$ cat config.mk
export PLATFORM = sky130hd
export DESIGN_NAME = done_capture_guard_flat
export DESIGN_NICKNAME = d
export VERILOG_FILES = /design/src/rtl/done_capture_guard_pkg.sv /design/src/rtl/done_capture_guard_if.sv /design/src/rtl/done_capture_guard_capture_fifo.sv /design/src/rtl/done_capture_guard.sv /design/src/flat_wrapper.sv
export SDC_FILE = /design/constraint.sdc
export NUM_CORES = 1
export LEC_CHECK = 0
export ABC_CLOCK_PERIOD_IN_PS = 6710
export CAP_MARGIN = 20
export CORE_MARGIN = 2
export CORE_UTILIZATION = 57
export CTS_CLUSTER_SIZE = 25
export DETAILED_ROUTE_END_ITERATION = 12
export DONT_BUFFER_PORTS = 1
export PLACE_DENSITY_LB_ADDON = 0.12
export SYNTH_ARGS = -nofsm -noshare
export SYNTH_HDL_FRONTEND = slang
export SYNTH_HIERARCHICAL = 1
export SYNTH_SLANG_ARGS = --single-unit
$ cat constraint.sdc
create_clock -name clk -period 6.71 [get_ports clk]
set_input_delay 0.3355 -clock clk [delete_from_list [all_inputs] [get_ports clk]]
set_output_delay 0.3355 -clock clk [all_outputs]
set_load 0.02 [all_outputs]
$ cat src/rtl/done_capture_guard_pkg.sv
// Shared types and default parameters for the done-capture guard block.
// Holds the FSM state encoding and the alarm cause codes reported on alarm_code.
package done_guard_pkg;

  typedef enum logic [1:0] {
    IDLE  = 2'd0,
    RUN   = 2'd1,
    ALARM = 2'd2
  } state_t;

  typedef enum logic [1:0] {
    ALM_NONE     = 2'b00,
    ALM_SPURIOUS = 2'b01,
    ALM_TIMEOUT  = 2'b10,
    ALM_LATENCY  = 2'b11
  } alarm_code_t;

  localparam int DW_DEF       = 128;
  localparam int DEPTH_DEF    = 2;
  localparam int TIMEOUT_DEF  = 16;
  localparam int DONE_LAT_DEF = 12;

endpackage

$ cat src/rtl/done_capture_guard_if.sv
// Upstream ld/done/data and downstream valid/ready signals of the capture guard.
// master = datapath + consumer side, slave = the guard itself.
interface done_capture_guard_if
  import done_guard_pkg::*;
#(
  parameter int DW = DW_DEF
);
  logic          ld;
  logic          done;
  logic [DW-1:0] data_in;
  logic [DW-1:0] out_data;
  logic          out_valid;
  logic          out_ready;

  modport master (
    output ld, done, data_in, out_ready,
    input  out_data, out_valid
  );

  modport slave (
    input  ld, done, data_in, out_ready,
    output out_data, out_valid
  );
endinterface

$ cat src/rtl/done_capture_guard_capture_fifo.sv
// Small synchronous FIFO holding captured cipher words; head is presented combinationally.
// A separate occupancy counter distinguishes full from empty since pointers wrap modulo DEPTH.
module capture_fifo
  import done_guard_pkg::*;
#(
  parameter int DW    = DW_DEF,
  parameter int DEPTH = DEPTH_DEF
) (
  input  logic          clk,
  input  logic          rst,
  input  logic          push,
  input  logic          pop,
  input  logic [DW-1:0] wr_data,
  output logic [DW-1:0] rd_data,
  output logic          full,
  output logic          empty
);

  localparam int AW = $clog2(DEPTH);
  localparam logic [AW:0] CNT_FULL = (AW + 1)'(DEPTH);

  logic [DW-1:0]    mem_reg [DEPTH];
  logic [AW-1:0]    wr_ptr_reg;
  logic [AW-1:0]    rd_ptr_reg;
  logic [AW:0]      count_reg;
  logic [DEPTH-1:0] wr_en;
  logic             do_push;
  logic             do_pop;

  assign full    = (count_reg == CNT_FULL);
  assign empty   = (count_reg == '0);
  assign do_pop  = pop && !empty;
  // A pop in the same cycle frees the slot, so a full FIFO still accepts the push.
  assign do_push = push && (!full || do_pop);
  assign rd_data = mem_reg[rd_ptr_reg];

  genvar gi;
  generate
    for (gi = 0; gi < DEPTH; gi++) begin : g_wr_en
      assign wr_en[gi] = do_push && (wr_ptr_reg == AW'(gi));
    end
  endgenerate

  always_ff @(posedge clk) begin
    for (int i = 0; i < DEPTH; i++) begin
      if (wr_en[i]) begin
        mem_reg[i] <= wr_data;
      end
    end
  end

  always_ff @(posedge clk or posedge rst) begin
    if (rst) begin
      wr_ptr_reg <= '0;
      rd_ptr_reg <= '0;
      count_reg  <= '0;
    end else begin
      if (do_push) begin
        wr_ptr_reg <= wr_ptr_reg + 1'b1;
      end
      if (do_pop) begin
        rd_ptr_reg <= rd_ptr_reg + 1'b1;
      end
      case ({do_push, do_pop})
        2'b10:   count_reg <= count_reg + 1'b1;
        2'b01:   count_reg <= count_reg - 1'b1;
        default: count_reg <= count_reg;
      endcase
    end
  end

endmodule

$ cat src/rtl/done_capture_guard.sv
// Capture guard behind the round-counter done generator: buffers legal results, alarms on done faults.
// Optional macro DONE_LAT_CHECK_EN: a done at any wcnt other than DONE_LAT raises the latency alarm.
module done_capture_guard
  import done_guard_pkg::*;
#(
  parameter int DW       = DW_DEF,
  parameter int DEPTH    = DEPTH_DEF,
  parameter int TIMEOUT  = TIMEOUT_DEF,
  parameter int DONE_LAT = DONE_LAT_DEF
) (
  input  logic                 clk,
  input  logic                 rst,
  done_capture_guard_if.slave  bus,
  output logic                 busy,
  output logic                 alarm,
  output logic [1:0]           alarm_code,
  output logic                 overflow
);

  localparam int WCW = $clog2(TIMEOUT + 1);
  localparam logic [WCW-1:0] WCNT_ONE = WCW'(1);
  localparam logic [WCW-1:0] WCNT_MAX = WCW'(TIMEOUT);
  localparam logic [WCW-1:0] WCNT_LAT = WCW'(DONE_LAT);

`ifdef DONE_LAT_CHECK_EN
  localparam bit LAT_CHECK = 1'b1;
`else
  localparam bit LAT_CHECK = 1'b0;
`endif

  state_t         state_reg;
  logic [WCW-1:0] wcnt_reg;
  logic           busy_reg;
  logic           alarm_reg;
  alarm_code_t    alarm_code_reg;
  logic           overflow_reg;

  logic           lat_bad;
  logic           push;
  logic           pop;
  logic           fifo_full;
  logic           fifo_empty;
  logic [DW-1:0]  fifo_head;

  assign lat_bad = LAT_CHECK && (wcnt_reg != WCNT_LAT);
  assign push    = (state_reg == RUN) && bus.done && !lat_bad;
  assign pop     = bus.out_valid && bus.out_ready;

  // Head is hidden once alarmed so a faulted result can never leak downstream.
  assign bus.out_valid = !fifo_empty && !alarm_reg;
  assign bus.out_data  = bus.out_valid ? fifo_head : '0;

  assign busy       = busy_reg;
  assign alarm      = alarm_reg;
  assign alarm_code = alarm_code_reg;
  assign overflow   = overflow_reg;

  capture_fifo #(
    .DW    (DW),
    .DEPTH (DEPTH)
  ) u_capture_fifo (
    .clk     (clk),
    .rst     (rst),
    .push    (push),
    .pop     (pop),
    .wr_data (bus.data_in),
    .rd_data (fifo_head),
    .full    (fifo_full),
    .empty   (fifo_empty)
  );

  always_ff @(posedge clk or posedge rst) begin
    if (rst) begin
      overflow_reg <= 1'b0;
    end else if (push && fifo_full && !pop) begin
      overflow_reg <= 1'b1;
    end
  end

  always_ff @(posedge clk or posedge rst) begin
    if (rst) begin
      state_reg      <= IDLE;
      wcnt_reg       <= '0;
      busy_reg       <= 1'b0;
      alarm_reg      <= 1'b0;
      alarm_code_reg <= ALM_NONE;
    end else begin
      case (state_reg)
        IDLE: begin
          // A done with no operation in flight wins over a simultaneous ld.
          if (bus.done) begin
            state_reg      <= ALARM;
            alarm_reg      <= 1'b1;
            alarm_code_reg <= ALM_SPURIOUS;
          end else if (bus.ld) begin
            state_reg <= RUN;
            wcnt_reg  <= WCNT_ONE;
            busy_reg  <= 1'b1;
          end
        end

        RUN: begin
          if (bus.done) begin
            if (lat_bad) begin
              state_reg      <= ALARM;
              busy_reg       <= 1'b0;
              alarm_reg      <= 1'b1;
              alarm_code_reg <= ALM_LATENCY;
            end else if (bus.ld) begin
              wcnt_reg <= WCNT_ONE;
            end else begin
              state_reg <= IDLE;
              wcnt_reg  <= '0;
              busy_reg  <= 1'b0;
            end
          end else if (bus.ld) begin
            wcnt_reg <= WCNT_ONE;
          end else if (wcnt_reg == WCNT_MAX) begin
            state_reg      <= ALARM;
            busy_reg       <= 1'b0;
            alarm_reg      <= 1'b1;
            alarm_code_reg <= ALM_TIMEOUT;
          end else begin
            wcnt_reg <= wcnt_reg + 1'b1;
          end
        end

        ALARM: begin
          state_reg <= ALARM;
        end

        default: begin
          state_reg <= IDLE;
          busy_reg  <= 1'b0;
        end
      endcase
    end
  end

endmodule

$ cat src/flat_wrapper.sv
// flat-port wrapper written by rule: the top's interface ports become plain ports
module done_capture_guard_flat import done_guard_pkg::*;
#(
  parameter int DW       = DW_DEF,
  parameter int DEPTH    = DEPTH_DEF,
  parameter int TIMEOUT  = TIMEOUT_DEF,
  parameter int DONE_LAT = DONE_LAT_DEF
)
  (clk, rst, busy, alarm, alarm_code, overflow, bus_ld, bus_done, bus_data_in, bus_out_ready, bus_out_data, bus_out_valid);
  done_capture_guard_if #(.DW(DW)) bus_i ();
  input  logic clk;
  input  logic rst;
  output logic busy;
  output logic alarm;
  output logic [1:0] alarm_code;
  output logic overflow;
  input wire logic [$bits(bus_i.ld)-1:0] bus_ld;
  input wire logic [$bits(bus_i.done)-1:0] bus_done;
  input wire logic [$bits(bus_i.data_in)-1:0] bus_data_in;
  input wire logic [$bits(bus_i.out_ready)-1:0] bus_out_ready;
  output wire logic [$bits(bus_i.out_data)-1:0] bus_out_data;
  output wire logic [$bits(bus_i.out_valid)-1:0] bus_out_valid;
  assign bus_i.ld = bus_ld;
  assign bus_i.done = bus_done;
  assign bus_i.data_in = bus_data_in;
  assign bus_i.out_ready = bus_out_ready;
  assign bus_out_data = bus_i.out_data;
  assign bus_out_valid = bus_i.out_valid;
  done_capture_guard #(.DW(DW), .DEPTH(DEPTH), .TIMEOUT(TIMEOUT), .DONE_LAT(DONE_LAT)) u_core (.clk(clk), .rst(rst), .bus(bus_i), .busy(busy), .alarm(alarm), .alarm_code(alarm_code), .overflow(overflow));
endmodule
# Word-level counts from Yosys, hierarchy flattened
# Memory sizes are Yosys's and may differ from the RTL's.
# Cells that the tools add are included.
[totals] latch_bits=0 inputBits=133 register_bits=16 ram_bits=256 wordCells=93 rom_bits=0 mem_count=1
[mem_list] name="u_core.u_capture_fifo.mem_reg" depth=2 width=128 read_ports=1 rd_clocked_by_memory_dff=0 write_ports=1 line_no="done_capture_guard_capture_fifo.sv:22" source="logic [DW-1:0] mem_reg [DEPTH];"
[op_classes] n_mul=0 div=0 bitwise_logic=2 n_reduce_logical=23 add_sub_neg=5 n_lt_le_gt_ge=0 n_eq_ne=15 shift=0 n_mux=38
[op_table] operator="$mux 128" n=2
[op_table] operator="$reduce_or 128->1" n=1
[op_table] operator="$mux 5" n=5
[op_table] operator="$mux 1" n=17
[op_table] operator="$mux 2" n=8
[op_table] operator="$ne 2x2->1 const B" n=6
[op_table] operator="$pmux 5 s2" n=1
[op_table] operator="$reduce_and 5->1" n=2
[op_table] operator="$logic_and 1x1->1" n=9
[op_table] operator="$pmux 2 s2" n=2
[op_table] operator="$eq 2x2->1 const B" n=3
[op_table] operator="$ne 3x3->1 const B" n=2
[op_table] operator="$pmux 2 s3" n=1
[op_table] operator="$add 5x1->5 const B" n=1
[op_table] operator="$eq 5x5->1 const B" n=1
[op_table] operator="$eq 2x1->1 const B" n=2
[op_table] operator="$logic_not 1->1" n=4
[op_table] operator="$logic_not 2->1" n=2
[op_table] operator="$ne 4x4->1 const B" n=1
[op_table] operator="$reduce_and 4->1" n=1
[op_table] operator="$reduce_bool 2->1" n=2
[op_table] operator="$pmux 1 s3" n=1
[op_table] operator="$reduce_and 3->1" n=1
[op_table] operator="$add 1x1->1 const B" n=2
[op_table] operator="other kinds (5)" n=6

# Longest topological paths before layout
# Gate-level depths: netlist of the first run.
[depth] word_depth=12 ltp_mapped=8 depth_no_buf=7

# Modules after synthesis
# Netlist of the first run, hierarchy kept.
[modules_own_cells] module="capture_fifo" seq_area_each_um2=7787.5 instances=1 area_per_inst_um2=9495.4 cells_each=423
[modules_own_cells] module="done_capture_guard" seq_area_each_um2=300.3 instances=1 area_per_inst_um2=1519.0 cells_each=204

# Worst setup path after synthesis of the first run
# OpenSTA, ideal clock, no wires.
[synth_path] kind="register to register" startpoint="register u_core.alarm_reg (netlist: u_core/alarm)" endpoint="memory u_core/u_capture_fifo/mem_reg[0][0] (netlist bit) (enable)" path_slack_ps=-529 synth_period_minus_slack_ps=7239 n_path_buf=1 setup_ps=617 stages_incl_launch_ff=8 required_ps=6093 t_arrival_ps=6622 cell_sequence="dfrtp_1 nor2_1 clkbuf_1 nand2_1 inv_1 or3b_1 nand2_2 nor2_1"
[synth_via] elab_cells_between_ends=15 classes_between="mux: 6; reduce/logical: 9"
[synth_lines] element="start: declaration" line_no="done_capture_guard.sv:34" source="logic alarm_reg;"
[synth_lines] element="start signal: assignment" line_no="done_capture_guard.sv:85" source="alarm_reg <= 1'b0;"
[synth_lines] element="start signal: assignment" line_no="done_capture_guard.sv:93" source="alarm_reg <= 1'b1;"
[synth_lines] element="start signal: assignment" line_no="done_capture_guard.sv:107" source="alarm_reg <= 1'b1;"
[synth_lines] element="$logic_not 1->1" line_no="done_capture_guard.sv:50" source="assign bus.out_valid = !fifo_empty && !alarm_reg;"
[synth_lines] element="$logic_and 1x1->1" line_no="done_capture_guard.sv:50"
[synth_lines] element="$logic_and 1x1->1" line_no="done_capture_guard.sv:47" source="assign pop = bus.out_valid && bus.out_ready;"
[synth_lines] element="via u_core.pop" line_no="done_capture_guard.sv:40" source="logic pop;"
[synth_lines] element="$logic_and 1x1->1" line_no="done_capture_guard_capture_fifo.sv:32" source="assign do_pop = pop && !empty;"
[synth_lines] element="$logic_or 1x1->1" line_no="done_capture_guard_capture_fifo.sv:34" source="assign do_push = push && (!full || do_pop);"
[synth_lines] element="$logic_and 1x1->1" line_no="done_capture_guard_capture_fifo.sv:34"
[synth_lines] element="$logic_and 1x1->1" line_no="done_capture_guard_capture_fifo.sv:40" source="assign wr_en[gi] = do_push && (wr_ptr_reg == AW'(gi));"
[synth_lines] element="via u_core.u_capture_fifo.wr_en[0]" line_no="done_capture_guard_capture_fifo.sv:26" source="logic [DEPTH-1:0] wr_en;"
[synth_lines] element="$mux 1" line_no="done_capture_guard_capture_fifo.sv:46" source="if (wr_en[i]) begin"
[synth_lines] element="$mux 1 (implied by the code)" line_no="done_capture_guard_capture_fifo.sv:47" source="mem_reg[i] <= wr_data;"
[synth_lines] element="$mux 1 (no source line)"
[synth_lines] element="end: declaration" line_no="done_capture_guard_capture_fifo.sv:22"
# The timed path passes the listed nets, and every way through them passes these cells.

# Final worst setup path of the first run
[layout_path] startpoint="register u_core.state_reg[0]" endpoint="memory u_core/u_capture_fifo/mem_reg[1][97] (netlist bit) (enable)"
[layout_via] elab_chain_cells=8 elab_cells_between_ends=12 classes_between="eq/ne: 1; mux: 6; reduce/logical: 5"
[layout_lines] element="start: declaration" line_no="done_capture_guard.sv:31" source="state_t state_reg;"
[layout_lines] element="start signal: assignment" line_no="done_capture_guard.sv:82" source="state_reg <= IDLE;"
[layout_lines] element="start signal: assignment" line_no="done_capture_guard.sv:92" source="state_reg <= ALARM;"
[layout_lines] element="start signal: assignment" line_no="done_capture_guard.sv:96" source="state_reg <= RUN;"
[layout_lines] element="$eq 2x1->1 (*)" line_no="done_capture_guard.sv:46" source="assign push = (state_reg == RUN) && bus.done && !lat_bad;"
[layout_lines] element="$logic_and 1x1->1 (*)" line_no="done_capture_guard.sv:46"
[layout_lines] element="via u_core.push" line_no="done_capture_guard.sv:39" source="logic push;"
[layout_lines] element="$logic_and 1x1->1 (*)" line_no="done_capture_guard_capture_fifo.sv:34"
[layout_lines] element="$logic_and 1x1->1 (*)" line_no="done_capture_guard_capture_fifo.sv:40"
[layout_lines] element="via u_core.u_capture_fifo.wr_en[1]" line_no="done_capture_guard_capture_fifo.sv:26"
[layout_lines] element="$mux 1 (*)" line_no="done_capture_guard_capture_fifo.sv:46"
[layout_lines] element="$mux 1 (implied by the code) (*)" line_no="done_capture_guard_capture_fifo.sv:47"
[layout_lines] element="$reduce_or 128->1 (no source line)"
[layout_lines] element="$mux 1 (no source line)"
# The timed path passes the listed nets; every way through them passes the cells marked *.

==> results of run 1 <==
## cell families after synthesis
kind of cell,share of synthesized area
fa+ha+maj,0.00227
buf+inv,0.0228
compound gates,0.0154
xor+xnor,0.00398
flops,0.734
mux,0.132
simple gates,0.0894
## placed cells by master, fill, tap and decap left out, types with 5 or more instances in the layout
cell and instances:
a21oi_1 7, and2_1 128, buf_4 5, clkbuf_16 27, clkinvlp_4 5, dfrtp_1 15
dlygate4sd3_1 131, edfxtp_1 256, inv_1 11, mux2_2 128
## timing repair
action / in CTS / in global routing
hold endpoints to repair: 277 / 0
hold buffers: 131 / 0
setup buffers: 0 / 0
## final timing paths
kind                       slack, ns  depth (start not counted)           startpoint                                   end
setup / recovery                3.11                          4  u_core/state_reg[0]  u_core/u_capture_fifo/mem_reg[1][97]
hold / removal                  0.03                          3               bus_ld                    u_core/wcnt_reg[2]
setup reg to reg                3.11                          4  u_core/state_reg[0]  u_core/u_capture_fifo/mem_reg[1][97]
hold reg to reg                 0.53                          1   u_core/wcnt_reg[2]                    u_core/wcnt_reg[2]
max in group asynchronous       6.10                          2                  rst                    u_core/wcnt_reg[3]
min in group asynchronous       0.17                          2                  rst    u_core/u_capture_fifo/count_reg[0]
## synthesized netlist by cell type, types with 4 or more instances
cell | n | share of area
buf_6 | 10 | 0.010
mux2_2 | 128 | 0.13
a21oi_1 | 7 | 0.0032
edfxtp_1 | 256 | 0.70
clkbuf_1 | 13 | 0.0044
nand2_1 | 4 | 0.0014
inv_1 | 11 | 0.0037
and2_1 | 128 | 0.073
xnor2_1 | 4 | 0.0032
dfrtp_1 | 16 | 0.036
buf_4 | 4 | 0.0027
nor2_1 | 4 | 0.0014
## layout make-up
cell class | count | area (um2)
clock inverter | 14 | 155
inverter | 12 | 45.0
sequential | 272 | 8090
timing repair buffer | 137 | 1370
tap | 260 | 325
clock buffer | 35 | 746
antenna | 2 | 5.00
multi-input combinational | 313 | 2690
fill | 1185 | 5400
## worst reg2reg max path, cell delays in order, from the launching register on
cell and delay (ns):
dfrtp_1 0.49, inv_2 0.11, nor3_1 0.76, and3_4 0.95
buf_4 0.84
## report_power, final
part           internal [uW]  switching [uW]  leakage, uW  total, uW
clock                    898             607     0.000428       1500
combinational            331             264      0.00162        596
sequential              1870            92.9      0.00250       1970
total                   3100             964      0.00455       4070
## per-layer routing
metal / GRT usage / wire length, um / share of wire / up-vias
li1: - / - / - / 2600
met1: 0.237 / 8370 / 0.38 / 2808
met2: 0.359 / 11000 / 0.50 / 222
met3: 0.0614 / 1640 / 0.076 / 53
met4: 0.0771 / 776 / 0.036 / 0
met5: 0 / 0 / 0 / -
## metrics by stage
stage / power, uW / instance area (um2) / std cells / util / setup WS, ns
floorplan: 2490 / 11000 / 627 / - / 1.63
global placement: 2510 / 11200 / 862 / 0.594 / 3.34
detailed placement: 2520 / 11200 / 862 / 0.594 / 3.17
CTS: 4100 / 13400 / 1042 / 0.712 / 3.17
global route: 4200 / 13400 / 1045 / 0.713 / 2.92
finish: 4070 / 13400 / 1045 / 0.713 / 3.11
==> results.toml, run 1 <==
[worst_setup_path]
slowest_stage = "and3_4"
path_class = "reg2reg"
required_ns = 6.85
crit_buf_inv = 2
cp_cell_sequence = "inv_2, nor3_1, and3_4, buf_4"
crit_family = "simple AND/OR/NAND/NOR gates"
cp-start-kind = "register"
cp.arrival_ns = 3.74
crit_fanout = 65
worstSetupEndpointType = "register"
max_stage_delay_ns = 0.95

[grt]
grt_max_degree = 130
antenna_found_initial = 2
grt_pass1_wl_um = 32100
grt_pass1_vias = 6046
grt.total_usage = 0.205
overflow = 0

[floorplan]
dieHeight_um = 143
start_util = 0.585
die_width_um = 143
rows = 50
core_area_um2 = 18800
die_area_um2 = 20500
io_pins = 267

[cts]
cts_tree = "done"
cts.sinks = 272
cts_buffers = 27
cts-root-buf = "clkbuf_16"
htreeDepth = 1
insertion_delay_ns = 0.52
clk_pin_slew_ns = 0.06
ctsResizeCount = 0
clockBufferDepth = 3

[route]
viasPerCell = 5.44
routedWlPerCell_um = 20.8
drtPass1Iterations = 4
drt_wl_total_um = 21800
route.detailed.drc = 0
ant_nets = 0
drt_iter0_markers = 292
vias = 5683

[synth]
async_flop_share = 0.0588
ys_seq_area_frac = 0.734
synthCells = 627
synthDistinctLibCells = 43
ys_warn_count = 6
synth.cell_area_um2 = 11000
syn_nets = 762
yosys_register_bits = 272
synth_edf_count = 256
synthFlopType = "edfxtp_1"
syn_avg_cell_area_um2 = 17.6

[pwr]
ir_drop_uv = 225
pwr_density_cell_nw_per_um2 = 303
p_leak_uw = 0.00455

[sta]
max_freq_mhz = 278
tightest_slew_ns = 0.946
finalWorstPathRequiredPeriod_ns = 3.60
finalSetupViolations = 0
rsz0062_at_grt = "no"
finalMaxSlewViolations = 0
finalCritPeriodShare = 0.536
slew_headroom = 0.370
fin_setup_tns_ns = 0
holdWs_ns = 0.0253
clock_skew_ns = 0.0116
finalHoldViolCount = 0

[placed_design]
port_buffers = 0
gp_congestion = 0.849
dp_hpwl_um = 12700

[outcome]
status = "finished, final reports clean"

[final_layout]
drive_gt1_frac = 0.244
syn2layout_area_growth_pct = 21.9
largest_reg_flops = 256
fin_nets = 898

[min_path]
hold_path_class = "in2reg"

[job]
maxCapViolations = 0
(Power assumes the default switching activity.)
==> inputs of run 2 (changes only) <==
Settings changed: ABC_CLOCK_PERIOD_IN_PS 6710 to 3000.
Clock period 6.71 ns to 3 ns, I/O delays scaled along.
==> results.toml, run 2 (synthesis gave the netlist of run 1 again) <==
[cts]
cts_hold_buf = 134
cts_buffers = 28
cts-root-buf = "clkbuf_16"
clockBufferDepth = 3
insertion_delay_ns = 0.53
cts_tree = "done"
clk_pin_slew_ns = 0.06
htreeDepth = 1
cts.sinks = 272
post-cts-setup-buffers = 0
ctsResizeCount = 0

[worst_setup_path]
reg2reg_slack_ns = 0.60
required_ns = 2.85
cp_cell_sequence = "buf_4, mux2_2, and2_1"
r2r-start = "u_core/state_reg[0]"
cp-start-kind = "register"
slowest_stage = "dfrtp_4"
cp.arrival_ns = 2.42
crit_fanout = 40
max_stage_delay_ns = 0.79
worstSetupEndpointType = "primary output"
path_class = "reg2out"
reg2reg_depth = 5
regToRegEndpoint = "u_core/u_capture_fifo/mem_reg[0][29]"

[sta]
rsz0062_at_grt = "no"
max_freq_mhz = 389
worst_slack_ns = 0.431
tightest_slew_ns = 0.647
finalMaxSlewViolations = 0
finalHoldViolCount = 0
finalCritPeriodShare = 0.856
finalSetupViolations = 0
slew_headroom = 0.569
holdWs_ns = 0.111
finalWorstPathRequiredPeriod_ns = 2.57
clock_skew_ns = 0.0116

[grt]
overflow = 0
grt.total_usage = 0.207
grt_pass1_wl_um = 32600
grt_max_degree = 130
antenna_found_initial = 2
grt_pass1_vias = 5950

[pwr]
p_leak_uw = 0.00461
switching_power_uw = 2170
p_comb_frac = 0.157
clkPwrFrac = 0.367
switching_share = 0.237
internal_power_uw = 6980
seqPwrFrac = 0.476
ir_drop_uv = 520
pwr_density_cell_nw_per_um2 = 674

[floorplan]
start_util = 0.585
rows = 50
dieHeight_um = 143
die_area_um2 = 20500
die_width_um = 143
io_pins = 267
core_area_um2 = 18800

[route]
vias = 5741
route.detailed.drc = 0
met2_wirelength_um = 11200
ant_nets = 0
drt_iter0_markers = 281
viasPerCell = 5.44
wl_met3_um = 1550
wl_met1_um = 8340
topRoutingLayerUsed = "met4"
routedWlPerCell_um = 20.5
drtPass1Iterations = 4
drt_wl_total_um = 21700

[job]
maxCapViolations = 0

[final_layout]
n_fill_cell = 1151
fin_nets = 906
most-common-layout-cells = "256 x edfxtp_1, 134 x dlygate4sd3_1, 128 x and2_1, 128 x mux2_2, 29 x clkbuf_16"
largest_reg_flops = 256
final_common_cell = "edfxtp_1"
syn2layout_area_growth_pct = 23.2
drive_gt1_frac = 0.245

[placed_design]
port_buffers = 0
dp_hpwl_um = 12700
place_ws_ns = 0.726
gp_congestion = 0.866

[min_path]
hold_path_class = "in2async"

[outcome]
status = "finished, final reports clean"
==> run 2: worst max-delay path, delay by kind of cell (launching register included) <==
family                 cells  cell delay, ns
muxes                      1            0.39
and+or+nand+nor            1            0.21
DFF                        1            0.79
buffers and inverters      1            0.47
==> run 2: layout make-up <==
cell class	count	area (um2)	area share
antenna	2	5.00	0.000369
sequential	272	8090	0.596
clock buffer	37	756	0.0557
multi-input combinational	313	2710	0.200
inverter	12	47.5	0.00350
timing repair buffer	144	1490	0.110
tap	260	325	0.0240
clock inverter	15	145	0.0107
==> run 2: stage by stage <==
step	util	power, uW	std cells	TNS [ns]	area (um2)
after floorplan	-	5580	627	-59.24	11100
after global routing	0.721	9470	1055	0	13600
final	0.721	9150	1055	0	13600
after global placement	0.600	5660	866	0	11300
after CTS	0.719	9220	1052	0	13500
after detailed placement	0.600	5680	866	0	11300
==> run 2: routing by layer <==
layer  GRT usage  vias to the layer above
li1            -                     2615
met1       0.249                     2860
met2       0.367                      219
met3      0.0530                       47
met4      0.0636                        0
met5           0                        -
==> run 2: how the worst max path moves through the flow <==
| stage | slack, ns | startpoint | endpoint | cells after the start |
|---|---|---|---|---|
| floorplan | -0.42 | u_core/u_capture_fifo/count_reg[0] | u_core/u_capture_fifo/mem_reg[0][0] | 8 |
| global placement | 0.84 | u_core/state_reg[1] | u_core/u_capture_fifo/mem_reg[0][65] | 4 |
| detailed placement | 0.73 | u_core/state_reg[0] | u_core/u_capture_fifo/mem_reg[0][65] | 5 |
| CTS | 0.32 | u_core/u_capture_fifo/count_reg[0] | bus_out_data[25] | 4 |
| global route | 0.33 | u_core/u_capture_fifo/count_reg[0] | bus_out_data[67] | 5 |
| finish | 0.43 | u_core/u_capture_fifo/rd_ptr_reg | bus_out_data[105] | 3 |
==> run 2: power by group through the flow <==
stage | Clock, uW | Sequential [uW] | Combinational (uW)
6_report | 3360 | 4360 | 1430
3_3_place_gp | 0 | 4440 | 1220
4_1_cts | 3430 | 4360 | 1430
5_1_grt | 3570 | 4370 | 1540
3_5_place_dp | 0 | 4440 | 1240
2_1_floorplan | 0 | 4330 | 1250
==> inputs of run 3 (changes only) <==
--- a/constraint.sdc
+++ b/constraint.sdc
@@ -3,2 +3,2 @@
 set_output_delay 0.15 -clock clk [all_outputs]
-set_load 0.02 [all_outputs]
+set_load 0.1 [all_outputs]
==> results.toml, run 3 (synthesis gave the netlist of run 1 again) <==
[outcome]
status = "finished, final reports clean"

[pwr]
pwr_density_cell_nw_per_um2 = 697
p_total_uw = 10100
p_leak_uw = 0.00532
ir_drop_uv = 706

[cts]
htreeDepth = 1
cts-root-buf = "clkbuf_16"
cts.sinks = 272
clockBufferDepth = 3
cts_tree = "done"
post-cts-setup-buffers = 0
insertion_delay_ns = 0.53
clk_pin_slew_ns = 0.06
cts_buffers = 28

[route]
drt_wl_total_um = 23600
viasPerCell = 5.30
drt_iter0_markers = 317
route.detailed.drc = 0
vias = 6249
ant_nets = 0
routedWlPerCell_um = 20.0
drtPass1Iterations = 4

[sta]
slew_headroom = 0.371
max_freq_mhz = 389
tightest_slew_ns = 0.943
finalMaxSlewViolations = 0
finalHoldViolCount = 0
rsz0062_at_grt = "no"
clock_skew_ns = 0.00907
holdWs_ns = 0.129
finalSetupViolations = 0
finalWorstPathRequiredPeriod_ns = 2.57
finalCritPeriodShare = 0.858

[floorplan]
core_area_um2 = 18800
io_pins = 267
die_area_um2 = 20500
die_width_um = 143
rows = 50
start_util = 0.585
dieHeight_um = 143

[final_layout]
n_fill_cell = 1061
fin_util = 0.773
drive_gt1_frac = 0.349
syn2layout_area_growth_pct = 32.1
final_common_cell = "edfxtp_1"
fin_cells = 1179
multi_input_area_um2 = 2700
seq_area_um2 = 8100
largest_reg_flops = 256
most-common-layout-cells = "256 x edfxtp_1, 134 x dlygate4sd3_1, 130 x buf_4"
fin_nets = 1033

[worst_setup_path]
r2r-start = "u_core/alarm"
cp_cell_sequence = "nor2_4, buf_12, and2_1, buf_4"
reg2reg_depth = 6
slowest_stage = "dfrtp_4"
worstSetupEndpoint = "bus_out_data[32]"
reg2reg_slack_ns = 0.65
required_ns = 2.85
regToRegEndpoint = "u_core/u_capture_fifo/mem_reg[1][54]"
cp.arrival_ns = 2.42
cp-start-kind = "register"
path_class = "reg2out"
setup.worst_path.start = "u_core/alarm"
crit_fanout = 129
worstSetupEndpointType = "primary output"
max_stage_delay_ns = 0.63

[placed_design]
port_buffers = 0
gp_congestion = 0.773
dp_hpwl_um = 14000
place_inst = 994

[job]
maxCapViolations = 0

[grt]
antenna_found_initial = 1
grt_pass1_wl_um = 35800
grt.total_usage = 0.227
overflow = 0
grt_pass1_vias = 6679
grt_max_degree = 130

[min_path]
hold_path_class = "in2async"
==> run 3: where the power goes <==
group	leakage, uW	total, uW	switching, uW	internal (uW)
registers	0.00250	4420	228	4190
logic	0.00237	2270	1370	899
clock network	0.000452	3460	1340	2110
total	0.00532	10100	2940	7200
==> run 3: worst min path at each step <==
stage / to / slack, ns / depth (start not counted)
6_report: u_core/state_reg[0] / 0.13 / 2
3_3_place_gp: u_core/u_capture_fifo/count_reg[0] / -0.07 / 1
5_1_grt: u_core/state_reg[0] / 0.15 / 2
4_1_cts: u_core/state_reg[0] / 0.11 / 2
2_1_floorplan: u_core/u_capture_fifo/count_reg[0] / -0.08 / 1
3_5_place_dp: u_core/u_capture_fifo/count_reg[1] / -0.06 / 1
==> run 3: what timing repair did <==
| action | CTS | global route |
|---|---|---|
| gates resized for setup | 0 | 0 |
| endpoints found under the hold margin | 286 | 0 |
| hold buffers | 134 | 0 |
==> run 3: worst max-delay path: cells and delay by family (launching register included) <==
family	cells	cell delay, ns
and+or+nand+nor	2	0.45
DFF	1	0.63
buffers and inverters	2	0.76
==> run 3: metal layers <==
metal  part of all wire  GRT usage  vias up
li1                   -          -     2872
met1               0.38      0.267     3082
met2               0.52      0.410      237
met3              0.071     0.0526       58
met4              0.031     0.0808        0
met5                  0          0        -
==> run 3: layout make-up <==
class / count / share of cell area
flip-flops and latches: 272 / 0.556
multi-input cells: 313 / 0.186
repair buffers: 271 / 0.169
clock buffers: 41 / 0.0557
well taps: 260 / 0.0224
clock inverters: 9 / 0.00791
inverters: 12 / 0.00327
diodes: 1 / 0.000172
==> run 3: per-stage QoR <==
step	setup TNS [ns]	setup slack (ns)	cell area, um2
2_1_floorplan	-106.71	-0.603	11100
3_5_place_dp	0	0.710	12300
5_1_grt	0	0.326	14600
3_3_place_gp	0	0.755	12300
6_report	0	0.426	14600
4_1_cts	0	0.436	14600
